<file path="config.mk">
export PLATFORM = sky130hd
export DESIGN_NAME = fly_hit_scorer
export DESIGN_NICKNAME = d
export VERILOG_FILES = /design/src/rtl/fly_hit_scorer.sv
export SDC_FILE = /design/constraint.sdc
export NUM_CORES = 1
export LEC_CHECK = 0
export ABC_AREA = 1
export CAP_MARGIN = 20
export CORE_MARGIN = 10
export CORE_UTILIZATION = 23
export DETAILED_ROUTE_END_ITERATION = 7
export GPL_TIMING_DRIVEN = 0
export HOLD_SLACK_MARGIN = 0.1
export PLACE_DENSITY = 0.4
export RECOVER_POWER = 25
export SLEW_MARGIN = 0
export SYNTH_ARGS = -nofsm -noshare
export SYNTH_HDL_FRONTEND = slang
export SYNTH_SLANG_ARGS = --single-unit
</file>
<file path="constraint.sdc">
create_clock -name clk25 -period 5.7 [get_ports clk25]
set_clock_uncertainty 0.05 [all_clocks]
set_input_delay 1.425 -clock clk25 [delete_from_list [all_inputs] [get_ports clk25]]
set_output_delay 1.425 -clock clk25 [all_outputs]
set_load 0.05 [all_outputs]
</file>
<file path="src/rtl/fly_hit_scorer.sv">
// rtl/fly_hit_scorer.sv - turns fly hit pulses into BCD score, hit count, hit SFX and stage clear
module fly_hit_scorer #(
    parameter int          FLY_COUNT  = 12,
    parameter logic [15:0] POINTS_BCD = 16'h0010,
    parameter int          SFX_LEN    = 1250000,
    parameter int          HALF_A     = 14205,
    parameter int          HALF_B     = 9479
) (
    input  logic                 clk25,
    input  logic                 reset_n,
    input  logic [FLY_COUNT-1:0] fly_hit,
    input  logic [FLY_COUNT-1:0] fly_alive,
    input  logic                 score_clr,
    output logic [15:0]          score_bcd,
    output logic [7:0]           hit_count,
    output logic                 sfx_buzz,
    output logic                 sfx_active,
    output logic                 stage_clear
);

    localparam int PW     = $clog2(FLY_COUNT + 1);
    localparam int SUMW   = ((PW > 5) ? PW : 5) + 1;
    localparam int HMAX   = (HALF_A > HALF_B) ? HALF_A : HALF_B;
    localparam int HALF_W = $clog2(HMAX + 1);
    localparam int SEG_W  = $clog2(SFX_LEN + 1);

    localparam logic [1:0] ST_IDLE   = 2'd0;
    localparam logic [1:0] ST_TONE_A = 2'd1;
    localparam logic [1:0] ST_TONE_B = 2'd2;

    logic [4:0]        pending_q, pending_d;
    logic [15:0]       score_q, score_d;
    logic [7:0]        hit_count_q, hit_count_d;
    logic [1:0]        state_q, state_d;
    logic [SEG_W-1:0]  seg_cnt_q, seg_cnt_d;
    logic [HALF_W-1:0] half_cnt_q, half_cnt_d;
    logic [HALF_W-1:0] half_lim;
    logic              buzz_q, buzz_d;
    logic              active_q, active_d;
    logic              armed_q, armed_d;
    logic              clear_q, clear_d;
    logic [PW-1:0]     pop, pop_eff;
    logic [SUMW-1:0]   pending_sum;
    logic [16:0]       bcd_sum;

    // Bit 16 of the result is the carry out of digit 3, used for saturation.
    function automatic logic [16:0] bcd_add(input logic [15:0] a, input logic [15:0] b);
        logic [4:0]  d;
        logic        c;
        logic [15:0] r;
        c = 1'b0;
        r = '0;
        for (int i = 0; i < 4; i++) begin
            d = {1'b0, a[4*i +: 4]} + {1'b0, b[4*i +: 4]} + {4'b0, c};
            if (d > 5'd9) begin
                d = d - 5'd10;
                c = 1'b1;
            end else begin
                c = 1'b0;
            end
            r[4*i +: 4] = d[3:0];
        end
        return {c, r};
    endfunction

    always_comb begin
        pop = '0;
        for (int i = 0; i < FLY_COUNT; i++) begin
            pop = pop + PW'(fly_hit[i]);
        end
        pop_eff = score_clr ? '0 : pop;
    end

    always_comb begin
        pending_sum = SUMW'(pending_q) + SUMW'(pop_eff) - SUMW'(pending_q != 5'd0);
        bcd_sum     = bcd_add(score_q, POINTS_BCD);
        pending_d   = (pending_sum > SUMW'(31)) ? 5'd31 : pending_sum[4:0];
        score_d     = score_q;
        hit_count_d = hit_count_q;
        if (score_clr) begin
            pending_d   = 5'd0;
            score_d     = 16'h0000;
            hit_count_d = 8'd0;
        end else if (pending_q != 5'd0) begin
            score_d     = bcd_sum[16] ? 16'h9999 : bcd_sum[15:0];
            hit_count_d = (hit_count_q == 8'hFF) ? 8'hFF : hit_count_q + 8'd1;
        end
    end

    // A new hit always restarts the two-tone sequence from the first tone.
    always_comb begin
        state_d    = state_q;
        seg_cnt_d  = seg_cnt_q;
        half_cnt_d = half_cnt_q;
        buzz_d     = buzz_q;
        half_lim   = (state_q == ST_TONE_A) ? HALF_W'(HALF_A - 1) : HALF_W'(HALF_B - 1);
        if (pop_eff != '0) begin
            state_d    = ST_TONE_A;
            seg_cnt_d  = '0;
            half_cnt_d = '0;
            buzz_d     = 1'b0;
        end else begin
            case (state_q)
                ST_IDLE: begin
                    buzz_d = 1'b0;
                end
                ST_TONE_A, ST_TONE_B: begin
                    if (seg_cnt_q == SEG_W'(SFX_LEN - 1)) begin
                        state_d    = (state_q == ST_TONE_A) ? ST_TONE_B : ST_IDLE;
                        seg_cnt_d  = '0;
                        half_cnt_d = '0;
                        buzz_d     = 1'b0;
                    end else begin
                        seg_cnt_d = seg_cnt_q + SEG_W'(1);
                        if (half_cnt_q == half_lim) begin
                            half_cnt_d = '0;
                            buzz_d     = ~buzz_q;
                        end else begin
                            half_cnt_d = half_cnt_q + HALF_W'(1);
                        end
                    end
                end
                default: begin
                    state_d    = ST_IDLE;
                    seg_cnt_d  = '0;
                    half_cnt_d = '0;
                    buzz_d     = 1'b0;
                end
            endcase
        end
        active_d = (state_d != ST_IDLE);
    end

    // armed simply follows "any fly alive", so a dead mask both fires and disarms.
    always_comb begin
        armed_d = |fly_alive;
        clear_d = armed_q && !(|fly_alive);
    end

    always_ff @(posedge clk25 or negedge reset_n) begin
        if (!reset_n) begin
            pending_q   <= 5'd0;
            score_q     <= 16'h0000;
            hit_count_q <= 8'd0;
            state_q     <= ST_IDLE;
            seg_cnt_q   <= '0;
            half_cnt_q  <= '0;
            buzz_q      <= 1'b0;
            active_q    <= 1'b0;
            armed_q     <= 1'b0;
            clear_q     <= 1'b0;
        end else begin
            pending_q   <= pending_d;
            score_q     <= score_d;
            hit_count_q <= hit_count_d;
            state_q     <= state_d;
            seg_cnt_q   <= seg_cnt_d;
            half_cnt_q  <= half_cnt_d;
            buzz_q      <= buzz_d;
            active_q    <= active_d;
            armed_q     <= armed_d;
            clear_q     <= clear_d;
        end
    end

    assign score_bcd   = score_q;
    assign hit_count   = hit_count_q;
    assign sfx_buzz    = buzz_q;
    assign sfx_active  = active_q;
    assign stage_clear = clear_q;

endmodule

</file>
-- Yosys cells after proc, flatten, opt, wreduce, memory -nomap -nowiden
Index checks and enable logic that the tools add are counted.
- register bits after elaboration: 70
- input bits: 27
- output and inout port bits: 27
- logic and storage cells: 92
- add/sub/neg operators: 24
- $lt $le $gt $ge: 5
- equality and inequality tests: 7
- muxes and demuxes: 33
- bitwise operators: 1
- reduce and logical (&&, ||, !) cells: 11
- operators with widths (cell ; count):
    16-bit two-way mux ; 3
    14-bit two-way mux ; 3
    21-bit two-way mux ; 2
    21-bit one-hot mux with 2 select lines ; 1
    4-bit by 1-bit adder with 4-bit output ; 8
    14-bit one-hot mux with 2 select lines ; 1
    8-bit two-way mux ; 3
    21-bit by 1-bit adder with 21-bit output (second input constant) ; 1
    21-bit == test (second input constant) ; 1
    4-bit two-way mux ; 5
    4-bit subtractor (second input constant) ; 4
    5-bit by 4-bit > comparator with 1-bit output (second input constant) ; 3
    14-bit by 1-bit adder with 14-bit output (second input constant) ; 1
    14-bit == test ; 1
    13-bit two-way mux ; 1
    12-bit OR reduction ; 1
    4-bit by 1-bit adder with 5-bit output ; 2
    5-bit two-way mux ; 2
    8-bit by 1-bit adder with 8-bit output (second input constant) ; 1
    8-bit == test (second input constant) ; 1
    1-bit two-way mux ; 8
    5-bit by 4-bit adder with 6-bit output ; 1
    6-bit by 5-bit > comparator with 1-bit output (second input constant) ; 1
    2-bit two-way mux ; 3
    other kinds (22) ; 23

-- Depth between registers and ports, before layout
Gate-level depths: netlist of the first run.
- depth after elaboration: 17
- gate-level depth with buffers: 26
- mapped depth without buffers: 26

-- Least setup slack after synthesis of the first run
OpenSTA, ideal clock, no wires.
- path type: input -> register
- start: input port fly_hit[0]
- end: register pending_q[3]
- library setup time: 0.113 ns
- data arrival time: 5.439 ns
- setup slack: 0.098 ns
- stages on the path: 19
- buffers on the path: 0
- cells stage by stage: fa_1 fa_1 inv_1 fa_1 fa_1 inv_1 ha_1 fa_1 nand2_1 nand2_1 ha_1 inv_1 ha_1 a21o_1 a31oi_1 xor2_1 nand3_1 nand2_1 inv_1
- cells in the longest elaborated chain, start to end: 17
- RTL lines (what ; line ; source):
    start: declaration ; 11 ; input logic [FLY_COUNT-1:0] fly_hit,
    1-bit by 1-bit adder with 2-bit output * ; 69 ; pop = pop + PW'(fly_hit[i]);
    2-bit by 1-bit adder with 3-bit output * ; 69 ;
    3-bit by 1-bit adder with 4-bit output * ; 69 ;
    4-bit by 1-bit adder with 4-bit output * (8 in series) ; 69 ;
    4-bit two-way mux * ; 71 ; pop_eff = score_clr ? '0 : pop;
    5-bit by 4-bit adder with 6-bit output * ; 75 ; pending_sum = SUMW'(pending_q) + SUMW'(pop_eff) - SUMW'(pending_q != 5'd0);
    6-bit by 1-bit subtractor with 6-bit output * ; 75 ;
    6-bit by 5-bit > comparator with 1-bit output ; 77 ; pending_d = (pending_sum > SUMW'(31)) ? 5'd31 : pending_sum[4:0];
    5-bit two-way mux * ; 77 ;
    5-bit two-way mux * ; 80 ; if (score_clr) begin
    net pending_d[3] ; 31 ; logic [4:0] pending_q, pending_d;
    end signal: assignment ; 153 ; pending_q <= pending_d;
    end: declaration ; 31 ;
Mark *: on every way through the listed nets, which the timed path passes. The rest lies on a longest branch.
A chain may end at the register's enable or synchronous reset.

-- Final worst setup path of the first run
- start: input port fly_hit[5]
- end: register pending_q[3]
- cells in the longest elaborated chain, start to end: 13
- RTL lines (what ; line):
    4-bit by 1-bit adder with 4-bit output * (7 in series) ; 69
    4-bit two-way mux * ; 71
    5-bit by 4-bit adder with 6-bit output * ; 75
    6-bit by 1-bit subtractor with 6-bit output * ; 75
    6-bit by 5-bit > comparator with 1-bit output ; 77
    5-bit two-way mux * ; 77
    5-bit two-way mux * ; 80
    net pending_d[3] ; 31
Marks and branches as above.

==> results.sh, run 1 <==
export IMPL_violations="capacitance limit, slew limit"
export IMPL_fmax_mhz=181
export IMPL_ff2ff_path_depth=25
export IMPL_whs_ns=0.428
export IMPL_status="finished, violations left"
export IMPL_fp_dieW_um=166
export IMPL_synthArstFlopShare_pct=100
export IMPL_post_drt_wl_per_cell_um=13.3
export IMPL_crit_arrival_ns=5.78
export IMPL_start_util_pct=23.3
export IMPL_overflow=0
export IMPL_crit_top_cell="fa_1"
export IMPL_antenna_cells=0
export IMPL_synth_top_flop_cell="dfrtp_1"
export IMPL_drv_cap=1
export IMPL_ff2ff_setup_slack_ns=1.46
export IMPL_htree_levels=3
export IMPL_critPathMaxStageDelay_ns=0.52
export IMPL_synthesis_nets=754
export IMPL_yosysMostFrequentCell="nand2_1"
export IMPL_finalCritPeriodShare_pct=97.2
export IMPL_routed_via_count=4479
export IMPL_hold_path_class="flip-flop to flip-flop"
export IMPL_die_h_um=166
export IMPL_cts_tree="built"
export IMPL_ys_top_cells_by_count="182 x nand2_1, 109 x inv_1, 88 x nor2_1"
export IMPL_p_sw_w=0.000882
export IMPL_utilization_pct=29.4
export IMPL_required_ns=5.94
export IMPL_ant_nets=0
export IMPL_pwr_share_clk_pct=27.9
export IMPL_gp_congestion=0.793
export IMPL_via_per_inst=4.31
export IMPL_grt_first_pass_wirelength_mm=23.9
export IMPL_p_seq_share_pct=27.4
export IMPL_cp_slowest_cell="fa_2"
export IMPL_postSynthCellCount=691
export IMPL_ir_worst_vdd_mv=0.152
export IMPL_cp_max_fo=2
export IMPL_yosysTopAreaCell="dfrtp_1"
export IMPL_nets=822
export IMPL_netSwitchingFraction_pct=41.2
export IMPL_path_cells="dlygate4sd2_1, fa_1, fa_1, inv_1, fa_1, fa_1, inv_2, ha_4, fa_2, nand2_1, ha_1, inv_2, ha_1, a21o_1, nand2_1, nand4_1, buf_4, nand3_1, nand2_1, inv_1"
export IMPL_coreArea_um2=21000
export IMPL_p_comb_share_pct=44.7
export IMPL_ys_seq_area_share_pct=35.9
export IMPL_crit_path_start_kind="primary input"
export IMPL_hold_viol_final=0
export IMPL_post_place_ws_ns=-0.655
export IMPL_p_leak_nw=2.88
export IMPL_syn_area_per_cell_um2=7.07
export IMPL_setup_ws_ns=0.160
export IMPL_yosysTopAreaCellShare_pct=35.9
export IMPL_cts_sinks=70
export IMPL_detail_route_iter0_violations=226
export IMPL_grt_pass1_vias=4630
export IMPL_synth_edf_count=0
export IMPL_setup_viol=0
export IMPL_netlist_area_um2=4890
export IMPL_rows=53
export IMPL_antenna_found_initial=0
export IMPL_area_growth_pct=26.0
export IMPL_drt_first_pass_iters=4
export IMPL_cts_root_buf="clkbuf_16"
export IMPL_portBuffers=53
export IMPL_powerDensity_nw_per_um2=348
export IMPL_die_area_um2=27500
export IMPL_period_minus_slack_ns=5.54
export IMPL_drc_errors=0
export IMPL_drive_gt1_share_pct=7.33
export IMPL_whs_path_depth=2
export IMPL_worstSetupEndpointType="flip-flop"
export IMPL_numCtsBuffers=9
export IMPL_ys_ff_latch=70
export IMPL_critical_path_class="primary input to flip-flop"
export IMPL_ys_top_cells_by_area="dfrtp_1 36%, nand2_1 14%, inv_1 8.4%"
export IMPL_track_usage_pct=10.5
export IMPL_wirelength_mm=13.8
export IMPL_path_clk_slew_ns=0.06
export IMPL_grt_max_degree=59
export IMPL_maxSlewHeadroom_pct=-93.1
export IMPL_ys_warn_count=0
export IMPL_cts_buffer_depth=2
export IMPL_worst_pin_slew_ns=2.90
export IMPL_post_dp_hpwl_mm=10.6
export IMPL_internal_power_w=0.00126
export IMPL_insertion_delay_ns=0.35
export IMPL_yosysUniqueCellTypes=37
export IMPL_pin_count=54
export IMPL_drv_slew=59
registers in the layout, indices dropped and copies added, names as in the netlist, 2 cells and up:
register    cells
half_cnt_q     14
score_bcd      16
state_q         2
seg_cnt_q      21
pending_q       5
hit_count       8
cell usage in the layout (no fill, tap or decap), types with 2 or more instances in the layout:
| cell | Yosys | layout |
|---|---|---|
| nand4_1 | 16 | 16 |
| dfrtp_1 | 70 | 70 |
| a21o_1 | 2 | 2 |
| fa_2 | 0 | 2 |
| fa_1 | 8 | 6 |
| nand3_1 | 56 | 56 |
| nand2_2 | 4 | 6 |
| ha_1 | 28 | 25 |
| inv_6 | 0 | 3 |
| xor2_1 | 14 | 14 |
| nand2_1 | 182 | 179 |
| o21ai_0 | 35 | 31 |
| clkbuf_16 | 0 | 9 |
| clkdlybuf4s50_1 | 0 | 46 |
| ha_4 | 0 | 3 |
| buf_4 | 1 | 4 |
| nor4_1 | 4 | 4 |
| xnor2_1 | 6 | 6 |
| nand2_4 | 1 | 2 |
| buf_2 | 5 | 5 |
| dlygate4sd2_1 | 0 | 6 |
| inv_1 | 109 | 106 |
| inv_2 | 2 | 5 |
| nor3_1 | 11 | 11 |
| clkinvlp_4 | 0 | 3 |
| o21ai_2 | 0 | 2 |
| o21ai_1 | 3 | 5 |
| o22ai_1 | 3 | 3 |
| nor3_2 | 2 | 2 |
| nor2_1 | 88 | 88 |
| a21oi_1 | 26 | 26 |
layer usage:
metal  global-route usage (%)  vias to the layer above  routed length [um]
li1                         -                     2332                   -
met1                     13.4                     2061                6670
met2                     17.0                       76                6380
met3                     2.65                       10                 618
met4                     3.04                        0                 163
met5                        0                        -                   0
final cells by class:
class | instances | area [um2]
fill | 2351 | 14800
multi-input combinational | 500 | 2730
clock inverter | 7 | 78.8
inverter | 113 | 425
tap | 275 | 344
clock buffer | 9 | 225
sequential | 70 | 1750
buffer | 8 | 48.8
timing repair buffer | 57 | 549
power groups by stage:
| stage | Clock, W | Sequential (W) | Combinational (W) |
|---|---|---|---|
| 3_3_place_gp | 0 | 0.000597 | 0.000849 |
| 4_1_cts | 0.000622 | 0.000586 | 0.000918 |
| 2_1_floorplan | 0 | 0.000638 | 0.000566 |
| 5_1_grt | 0.000640 | 0.000594 | 0.00112 |
| 6_report | 0.000598 | 0.000587 | 0.000959 |
| 3_5_place_dp | 0 | 0.000595 | 0.000846 |
worst paths after layout:
kind / from / end
max: fly_hit[5] / pending_q[3]
min: armed_q / stage_clear
max reg2reg: score_bcd[1] / score_bcd[2]
min reg2reg: armed_q / stage_clear
max in group asynchronous: reset_n / half_cnt_q[5]
min in group asynchronous: reset_n / seg_cnt_q[14]
repair_timing:
| item | in CTS | in global routing |
|---|---|---|
| hold buffers | 0 | 0 |
| hold endpoints to repair | 0 | 0 |
| resized for setup | 21 | 6 |
| pin swaps | 16 | 7 |
| setup buffers | 2 | 1 |
| setup endpoints to repair | 10 | 38 |
critical path: cells and delay by family:
| family | cells | cell delay [ns] |
|---|---|---|
| fa+ha+maj | 8 | 3.12 |
| buf+inv | 6 | 0.63 |
| simple gates | 5 | 0.43 |
| compound gates | 1 | 0.19 |
kinds of logic after synthesis:
logic type      count (synthesis)  synth area share [%]
simple gates                  370                  32.3
buf+inv                       121                  9.68
compound gates                 73                  7.89
flops                          70                  35.9
fa+ha+maj                      36                  10.4
xor+xnor                       20                  3.59
mux                             1                 0.205
through the flow:
stage,instance area [um2],instances,power [W],setup TNS [ns]
5_1_grt,6150,1039,0.00235,-0.00593
3_3_place_gp,5760,1019,0.00145,-14.18
4_1_cts,6130,1038,0.00213,0
6_report,6150,1039,0.00214,0
3_5_place_dp,5790,1020,0.00144,-14.54
2_1_floorplan,4890,691,0.00120,0
Power figures use the tool's default switching activity.
==> inputs of run 2 (changes only) <==
--- a/config.mk
+++ b/config.mk
@@ -8,5 +8,4 @@
 export ABC_AREA = 1
-export CAP_MARGIN = 20
 export CORE_MARGIN = 10
-export CORE_UTILIZATION = 23
+export CORE_UTILIZATION = 62
 export DETAILED_ROUTE_END_ITERATION = 7
@@ -14,3 +13,3 @@
 export HOLD_SLACK_MARGIN = 0.1
-export PLACE_DENSITY = 0.4
+export PLACE_DENSITY = 0.88
 export RECOVER_POWER = 25
--- a/constraint.sdc
+++ b/constraint.sdc
@@ -4,2 +4,2 @@
 set_output_delay 1.425 -clock clk25 [all_outputs]
-set_load 0.05 [all_outputs]
+set_load 0.02 [all_outputs]
==> results.sh, run 2 (synthesis gave the netlist of run 1 again) <==
export IMPL_status="finished, violations left"
export IMPL_violations="capacitance limit, slew limit"
export IMPL_via_per_inst=5.59
export IMPL_path_cells="clkdlybuf4s15_1, fa_1, fa_1, inv_1, fa_1, fa_1, inv_1, ha_2, fa_2, nor2_4, nor2_2, nand2_1, ha_1, inv_1, ha_4, nand2_1, inv_1, nand4_1, nand4_1, nand2_4, o21ai_2, inv_1"
export IMPL_crit_path_end="pending_q[4]"
export IMPL_routed_via_count=4839
export IMPL_cts_sinks=70
export IMPL_die_h_um=109
export IMPL_hp_start="armed_q"
export IMPL_worst_r2r_endpoint="score_bcd[13]"
export IMPL_placedInstanceArea_um2=5540
export IMPL_htree_levels=3
export IMPL_rows=32
export IMPL_design_area_um2=5820
export IMPL_hold_path_class="flip-flop to flip-flop"
export IMPL_path_clk_slew_ns=0.07
export IMPL_antenna_found_initial=0
export IMPL_critical_path_class="primary input to flip-flop"
export IMPL_drv_cap=1
export IMPL_p_leak_nw=2.83
export IMPL_cp_max_fo=4
export IMPL_top_register="seg_cnt_q"
export IMPL_required_ns=5.90
export IMPL_period_minus_slack_ns=5.57
export IMPL_final_cell_mix="178 x nand2_1, 107 x inv_1, 86 x nor2_1, 70 x dfrtp_1, 55 x nand3_1"
export IMPL_detail_route_iter0_violations=294
export IMPL_largest_reg_flops=21
export IMPL_overflow=0
export IMPL_ff2ff_setup_slack_ns=1.22
export IMPL_crit_top_cell="inv_1"
export IMPL_die_area_um2=11800
export IMPL_grt_pass1_vias=4746
export IMPL_numCtsBuffers=9
export IMPL_portBuffers=53
export IMPL_insertion_delay_ns=0.36
export IMPL_pin_count=54
export IMPL_grt_first_pass_wirelength_mm=21.1
export IMPL_coreArea_um2=7690
export IMPL_start_util_pct=63.6
export IMPL_nets=822
export IMPL_finalPower_w=0.00197
export IMPL_crit_arrival_ns=5.76
export IMPL_post_drt_wl_per_cell_um=14.8
export IMPL_fmax_mhz=180
export IMPL_area_growth_pct=19.2
export IMPL_powerDensity_nw_per_um2=339
export IMPL_r2r_start="score_bcd[3]"
export IMPL_finalCritPeriodShare_pct=97.7
export IMPL_startpoint="fly_hit[0]"
export IMPL_hold_viol_final=0
export IMPL_holdBufCountCts=0
export IMPL_antenna_cells=0
export IMPL_maxSlewHeadroom_pct=-152
export IMPL_worst_pin_slew_ns=3.77
export IMPL_cts_tree="built"
export IMPL_cts_buffer_depth=2
export IMPL_fillers=591
export IMPL_layout_commonest_cell="nand2_1"
export IMPL_ant_nets=0
export IMPL_drv_slew=71
export IMPL_setup_viol=0
export IMPL_drc_errors=0
export IMPL_drt_first_pass_iters=8
export IMPL_cp_slowest_cell="fa_1"
export IMPL_gp_congestion=0.941
export IMPL_ir_worst_vdd_mv=0.250
export IMPL_cts_root_buf="clkbuf_8"
export IMPL_worstSetupEndpointType="flip-flop"
export IMPL_critPathMaxStageDelay_ns=0.52
export IMPL_drive_gt1_share_pct=7.73
export IMPL_grt_max_degree=71
export IMPL_track_usage_pct=21.6
export IMPL_crit_path_start_kind="primary input"
export IMPL_fp_dieW_um=109
export IMPL_ff2ff_path_depth=25
export IMPL_post_dp_hpwl_mm=9.22
export IMPL_wirelength_mm=12.8
run 2: cell type report:
| cell class | instances | area [um2] | share of cell area (%) |
|---|---|---|---|
| clock inverters | 4 | 47.5 | 0.817 |
| repair buffers | 57 | 549 | 9.43 |
| flip-flops and latches | 70 | 1750 | 30.1 |
| multi-input cells | 500 | 2730 | 46.9 |
| clock buffers | 11 | 141 | 2.43 |
| well taps | 102 | 128 | 2.19 |
| inverters | 113 | 425 | 7.31 |
| plain buffers | 8 | 48.8 | 0.838 |
run 2: how the worst min path moves through the flow:
stage,depth (start not counted),slack [ns],endpoint
2_1_floorplan,2,0.40,stage_clear
3_3_place_gp,2,0.41,stage_clear
3_5_place_dp,2,0.42,stage_clear
4_1_cts,2,0.43,stage_clear
5_1_grt,2,0.45,stage_clear
6_report,2,0.43,stage_clear
run 2: per-stage QoR:
stage | hold slack, ns | cells | setup slack [ns] | TNS, ns | utilization, %
3_5_place_dp | 0.419 | 846 | -0.754 | -13.60 | 72.1
2_1_floorplan | 0.398 | 691 | 0.0980 | 0 | -
6_report | 0.426 | 865 | 0.132 | 0 | 75.7
4_1_cts | 0.430 | 863 | 0.00674 | 0 | 75.0
5_1_grt | 0.448 | 865 | -0.0934 | -0.289 | 75.7
3_3_place_gp | 0.407 | 846 | -0.521 | -8.72 | 72.1
run 2: repair_timing:
action                                  CTS  global route
pin swaps                                17            16
resized for setup                        23            15
setup buffers                             2             2
endpoints found under the setup margin    7            39
run 2: power by group:
group          leakage, nW  internal [W]  total (W)  switching (W)
clock network       0.0952      0.000210   0.000408       0.000198
registers            0.947      0.000542   0.000589      0.0000463
logic                 1.79      0.000382   0.000975       0.000594
total                 2.83       0.00113    0.00197       0.000838
run 2: routing by layer:
| metal | GRT usage (%) | wire length, um | up-vias |
|---|---|---|---|
| met4 | 9.60 | 280 | 0 |
| li1 | - | - | 2332 |
| met5 | 0 | 0 | - |
| met2 | 37.5 | 6330 | 209 |
| met1 | 25.1 | 5200 | 2261 |
| met3 | 4.60 | 983 | 37 |
run 2: worst max-delay path, delay by kind of cell:
family                   cells  cell delay [ns]
AND/OR/NAND/NOR              7             0.73
AO/OA/AOI/OAI                1             0.14
buffers and inverters        6             0.49
adder cells (fa/ha/maj)      8             2.98
